## src/rtl/alu_op_sequencer.sv

```systemverilog
// alu_op_sequencer
//
// Sequential front-end for the combinational 32-bit ALU. A tagged request is
// accepted over req_valid/req_ready, its operands and opcode are registered
// onto alu_a/alu_b/alu_op, and after SETTLE_CYCLES the ALU result and flags
// are captured into a 2-entry response FIFO drained over rsp_valid/rsp_ready.
//
// Parameters
//   SETTLE_CYCLES  cycles from driving the ALU to sampling it (1..15)
//   TAG_W          request/response tag width
//
// Ports
//   clk, rst_n                  clock, asynchronous active-low reset
//   req_valid/req_ready         request handshake
//   req_a, req_b, req_op, req_tag  request payload
//   alu_a, alu_b, alu_op        registered ALU inputs
//   alu_r, alu_cout, alu_vout, alu_z  ALU outputs
//   rsp_valid/rsp_ready         response handshake
//   rsp_r, rsp_cout, rsp_vout, rsp_z, rsp_err, rsp_tag, rsp_mismatch
//                               head of the response FIFO
//
// Build option
//   ALU_SEQ_GOLDEN_CHECK_EN  when defined, a reference model re-evaluates the
//   sampled operands and flags disagreement on rsp_mismatch; otherwise
//   rsp_mismatch is tied low.
//
// state | meaning
// IDLE  | waiting for a request; ready while the FIFO has space
// DRIVE | ALU inputs driven, settle counter running down to 0

module alu_op_sequencer #(
    parameter int unsigned SETTLE_CYCLES = 1,
    parameter int unsigned TAG_W         = 4
) (
    input  logic             clk,
    input  logic             rst_n,
    input  logic             req_valid,
    output logic             req_ready,
    input  logic [31:0]      req_a,
    input  logic [31:0]      req_b,
    input  logic [2:0]       req_op,
    input  logic [TAG_W-1:0] req_tag,
    output logic [31:0]      alu_a,
    output logic [31:0]      alu_b,
    output logic [2:0]       alu_op,
    input  logic [31:0]      alu_r,
    input  logic             alu_cout,
    input  logic             alu_vout,
    input  logic             alu_z,
    output logic             rsp_valid,
    input  logic             rsp_ready,
    output logic [31:0]      rsp_r,
    output logic             rsp_cout,
    output logic             rsp_vout,
    output logic             rsp_z,
    output logic             rsp_err,
    output logic [TAG_W-1:0] rsp_tag,
    output logic             rsp_mismatch
);

    typedef enum logic {IDLE, DRIVE} state_t;

    localparam logic [3:0] CNT_LOAD = 4'(SETTLE_CYCLES - 1);
    // entry layout: {r, cout, vout, z, err, tag, mismatch}
    localparam int EW = 32 + 4 + TAG_W + 1;

    state_t           state_q, state_d;
    logic [3:0]       cnt_q, cnt_d;
    logic             pend_err_q;
    logic [TAG_W-1:0] pend_tag_q;
    logic             accept, push, pop;
    logic [1:0]       count_q;
    logic             rd_ptr_q, wr_ptr_q;
    logic [EW-1:0]    buf_q [2];
    logic [EW-1:0]    entry;
    logic             chk_mismatch;
    logic             req_legal;

    assign req_legal = (req_op == 3'b000) || (req_op == 3'b001) || (req_op == 3'b010) ||
                       (req_op == 3'b110) || (req_op == 3'b111);

    always_comb begin
        state_d   = state_q;
        cnt_d     = cnt_q;
        req_ready = 1'b0;
        accept    = 1'b0;
        push      = 1'b0;
        case (state_q)
            IDLE: begin
                req_ready = (count_q != 2'd2);
                if (req_valid && (count_q != 2'd2)) begin
                    accept  = 1'b1;
                    cnt_d   = CNT_LOAD;
                    state_d = DRIVE;
                end
            end
            DRIVE: begin
                if (cnt_q == 4'd0) begin
                    push    = 1'b1;
                    state_d = IDLE;
                end else begin
                    cnt_d = cnt_q - 4'd1;
                end
            end
            default: state_d = IDLE;
        endcase
    end

    always_ff @(posedge clk or negedge rst_n) begin
        if (!rst_n) begin
            state_q    <= IDLE;
            cnt_q      <= 4'd0;
            alu_a      <= 32'd0;
            alu_b      <= 32'd0;
            alu_op     <= 3'd0;
            pend_err_q <= 1'b0;
            pend_tag_q <= '0;
        end else begin
            state_q <= state_d;
            cnt_q   <= cnt_d;
            if (accept) begin
                pend_err_q <= ~req_legal;
                pend_tag_q <= req_tag;
                // illegal opcodes never reach the ALU; it keeps the last legal op
                if (req_legal) begin
                    alu_a  <= req_a;
                    alu_b  <= req_b;
                    alu_op <= req_op;
                end
            end
        end
    end

`ifdef ALU_SEQ_GOLDEN_CHECK_EN
    logic [32:0] g_add, g_sub;
    logic [31:0] g_r;
    logic        g_c, g_v, g_arith;

    assign g_add = {1'b0, alu_a} + {1'b0, alu_b};
    assign g_sub = {1'b0, alu_a} + {1'b0, ~alu_b} + 33'd1;

    always_comb begin
        g_r     = alu_a & alu_b;
        g_c     = 1'b0;
        g_v     = 1'b0;
        g_arith = 1'b0;
        case (alu_op)
            3'b001: g_r = alu_a | alu_b;
            3'b010: begin
                g_r     = g_add[31:0];
                g_c     = g_add[32];
                g_v     = (alu_a[31] == alu_b[31]) && (g_add[31] != alu_a[31]);
                g_arith = 1'b1;
            end
            3'b110: begin
                g_r     = g_sub[31:0];
                g_c     = g_sub[32];
                g_v     = (alu_a[31] != alu_b[31]) && (g_sub[31] != alu_a[31]);
                g_arith = 1'b1;
            end
            3'b111: g_r = {31'd0, $signed(alu_a) < $signed(alu_b)};
            default: ;
        endcase
    end

    // flags are only meaningful for ADD/SUB; logic ops and SLT check r and z
    assign chk_mismatch = (alu_r != g_r) || (alu_z != (g_r == 32'd0)) ||
                          (g_arith && ((alu_cout != g_c) || (alu_vout != g_v)));
`else
    assign chk_mismatch = 1'b0;
`endif

    assign entry = pend_err_q ? {32'd0, 3'b000, 1'b1, pend_tag_q, 1'b0}
                              : {alu_r, alu_cout, alu_vout, alu_z, 1'b0, pend_tag_q, chk_mismatch};

    assign rsp_valid = (count_q != 2'd0);
    assign pop       = rsp_valid && rsp_ready;

    always_ff @(posedge clk or negedge rst_n) begin
        if (!rst_n) begin
            count_q  <= 2'd0;
            rd_ptr_q <= 1'b0;
            wr_ptr_q <= 1'b0;
            buf_q[0] <= '0;
            buf_q[1] <= '0;
        end else begin
            if (push) begin
                buf_q[wr_ptr_q] <= entry;
                wr_ptr_q        <= ~wr_ptr_q;
            end
            if (pop) rd_ptr_q <= ~rd_ptr_q;
            case ({push, pop})
                2'b10:   count_q <= count_q + 2'd1;
                2'b01:   count_q <= count_q - 2'd1;
                default: count_q <= count_q;
            endcase
        end
    end

    assign {rsp_r, rsp_cout, rsp_vout, rsp_z, rsp_err, rsp_tag, rsp_mismatch} = buf_q[rd_ptr_q];

endmodule

```

## config.mk

```make
export PLATFORM = sky130hd
export DESIGN_NAME = alu_op_sequencer
export DESIGN_NICKNAME = d
export VERILOG_FILES = /design/src/rtl/alu_op_sequencer.sv
export SDC_FILE = /design/constraint.sdc
export NUM_CORES = 1
export LEC_CHECK = 0
export BUFFER_PORTS_ARGS = -buffer_cell sky130_fd_sc_hd__buf_2
export CAP_MARGIN = 20
export CORE_MARGIN = 4
export CORE_UTILIZATION = 46
export CTS_CLUSTER_SIZE = 28
export DETAILED_ROUTE_END_ITERATION = 8
export PLACE_DENSITY = 0.86
export SYNTH_ARGS = -nofsm -noshare
export SYNTH_HDL_FRONTEND = slang
export SYNTH_SLANG_ARGS = --single-unit
```

## constraint.sdc

```tcl
create_clock -name clk -period 1.7 [get_ports clk]
set_input_delay 0.34 -clock clk [delete_from_list [all_inputs] [get_ports clk]]
set_output_delay 0.34 -clock clk [all_outputs]
set_load 0.005 [all_outputs]
```

==> reports/results.tsv <==
stage	metric	value	unit
logic_synthesis	number of synthesized flops with an enable pin	0	
timing	fin worst setup slack	-207	ps
routing	Antenna Nets Post-Route	0	
finish	commonest non-fill, non-tap cell in the layout	buf_2	
power_and_ir_drop	Power Density	2020	nW/um2
routing	Via density	5.16	
grt	vias in the first global route	5199	
timing	crit path time final	1910	ps
power_and_ir_drop	Power, Total	0.0200	W
floorplanning	Die Wd	132	um
hold_path	sink of the worst hold path	alu_a[21]	
finish	share of layout cells above drive strength 1	66.7	%
run	Max Cap Viol	0	
cts	Clock Root Buffer	clkbuf_16	
floorplanning	Chip Height	132	um
cts	Worst-path clk slew	60	ps
placement	post-place setup slack	-34.4	ps
critical_path	Critical Path Start Type	register	
timing	Final period util	112	%
hold_path	Hold Path Class	in2reg	
logic_synthesis	synth warn	0	
logic_synthesis	area leader, netlist	dfrtp_1	
logic_synthesis	share of the synthesized area in the top cell type	56.8	%
status	status	finished, violations left	
timing	final setup fails	43	
floorplanning	IO Count	220	
floorplanning	CORE AREA	15100	um2
routing	wire per inst	20.3	um
critical_path	Arrival @ worst endpoint	1570	ps
timing	Slew Viols, Final	0	
critical_path	WS Path Type	reg2out	
logic_synthesis	Synth Area per Inst	15.3	um2
cts	Bufs on Longest Clock Path	2	
logic_synthesis	Post-synth ARST share	100	%
grt	first-pass GRT wire length	28.3	mm
critical_path	critical-path maximum fanout	34	
logic_synthesis	Seq cells post-synth	161	
finish	Layout Nets	826	
power_and_ir_drop	leakage power	5.10	nW
timing	RSZ-0062 raised after global routing	yes	
hold_path	hold path depth	2	
logic_synthesis	synth top area cells	dfrtp_1 57%, mux2_2 16%, mux2_4 10%	
timing	final hold viol count	0	
timing	f_max	524	MHz
routing	Pre-antenna DRT Iters	4	
critical_path	RR Endpoint	buf_q[71]	
floorplanning	Die ar.	17500	um2
cts	H-tree Lvls	4	
critical_path	worst reg-to-reg path cell count	8	
timing	Clock Skews	10.0	ps
finish	n_diodes	0	
placement	IO Port Bufs	218	
critical_path	Critical Path Sink Type	output pin	
placement	Placer Congestion	0.803	
logic_synthesis	Mapped Nets	576	
critical_path	Crit path required time	1360	ps
grt	antenna violations before repair	0	
power_and_ir_drop	maximum vdd drop	993	uV
grt	largest net degree at the start of global routing	44	
logic_synthesis	Mapped Cells	464	
finish	Area growth, synth to finish	39.7	%
critical_path	Reg-to-Reg Start	cnt_q[0]	
floorplanning	Core Rows	45	
grt	Tot GR Track Use	20.7	%
placement	Post-DP HPWL	11.2	mm
critical_path	R2R setup slack	-10	ps
routing	Routed WL	18.5	mm
grt	gr ovfl total	0	
finish	most frequent cells in the layout	216 x buf_2, 158 x dfrtp_1, 121 x mux2_4, 58 x mux2_2, 35 x nor2b_1	
logic_synthesis	Yosys cell types	41	
logic_synthesis	Mapped Area	7090	um2
hold_path	Hold Crit Start	req_a[21]	
cts	CTS tree	done	
routing	drt drc	0	
routing	Initial DRC Count	239	
cts	CTS Buf Count	17	
cts	Sink Count	161	
logic_synthesis	sequential cell area fraction in the yosys report	56.8	%
logic_synthesis	Main synth FF type	dfrtp_1	
floorplanning	initial core utilization	46.8	%
status	failing checks	setup timing	
routing	via count	4720	
cts	worst skew pair latency	420	ps
## synth_stat cells (all sizes together) (2+ instances only)
cell type,count
buf,21
ha,2
inv,6
nand2b,4
clkbuf,6
mux2,188
xor2,2
mux2i,2
nand3,2
a31oi,2
nor2,6
dfrtp,161
nand2,3
nor2b,37
xnor2,3
## flip-flops by register name, summed over array words and instances (netlist names)
name / count
pend_err_q: 1
alu_b: 32
cnt_q: 4
pend_tag_q: 4
state_q: 1
rd_ptr_q: 1
alu_op: 3
alu_a: 32
buf_q: 80
count_q: 2
wr_ptr_q: 1
## metrics by stage
step / setup TNS [ps] / hold slack, ps / area (um2) / util [%] / cells
3_3_place_gp: 0 / 277 / 8530 / 56.3 / 863
3_5_place_dp: -1030 / 285 / 8530 / 56.3 / 863
5_1_grt: -11430 / 121 / 9900 / 65.4 / 915
4_1_cts: -8190 / 116 / 9670 / 63.8 / 914
6_report: -6310 / 145 / 9900 / 65.4 / 915
2_1_floorplan: 0 / 44.4 / 7090 / - / 464
## kinds of logic after synthesis
logic type / synth area share [%]
other: 0.0529
AOI/OAI and AO/OA: 1.43
and+or+nand+nor: 5.24
adders and majority gates: 0.353
DFF: 56.8
xor gates and xnor gates: 0.618
buffers and inverters: 2.72
muxes: 32.7
## repair_timing
action                     in CTS  in global routing
cloned                          8                  2
pin swaps                       3                  3
gates resized for setup        43                 62
hold buffers                    1                  0
buffers inserted               10                  2
hold endpoints to repair       36                  0
setup endpoints to repair     110                128
## routing by layer
layer	track usage (%)	up-vias	routed length, um
met5	0	-	0
met4	6.24	0	295
met3	7.02	25	1340
met2	35.3	208	9250
met1	25.1	2356	7650
li1	-	2131	-
## critical path: stages (launching register included)
cell,delay (ps)
dfrtp_2,380
buf_12,220
mux2_2,400
buf_2,140
## report_power, final
part           internal, W  total [W]  switching [W]
registers          0.00567    0.00685        0.00118
logic              0.00561    0.00906        0.00345
clock network      0.00255    0.00411        0.00156
## worst max path at each step
stage,startpoint,cells past startpoint,slack [ps],to
after CTS,rd_ptr_q,3,-230,rsp_r[24]
after detailed placement,cnt_q[0],6,-30,buf_q[11]
after global routing,rd_ptr_q,3,-250,rsp_r[24]
final,rd_ptr_q,3,-210,rsp_r[24]
after global placement,cnt_q[0],6,30,buf_q[60]
after floorplan,cnt_q[0],6,70,buf_q[10]
## layout make-up
class                   count  area, um2
fillers                  1058       5240
well taps                 188        235
multi-input cells         270       3240
clock buffers              20        457
inverters                   6       22.5
repair buffers            258       1740
clock inverters            12        181
flip-flops and latches    161       4030
Power figures use the tool's default switching activity.
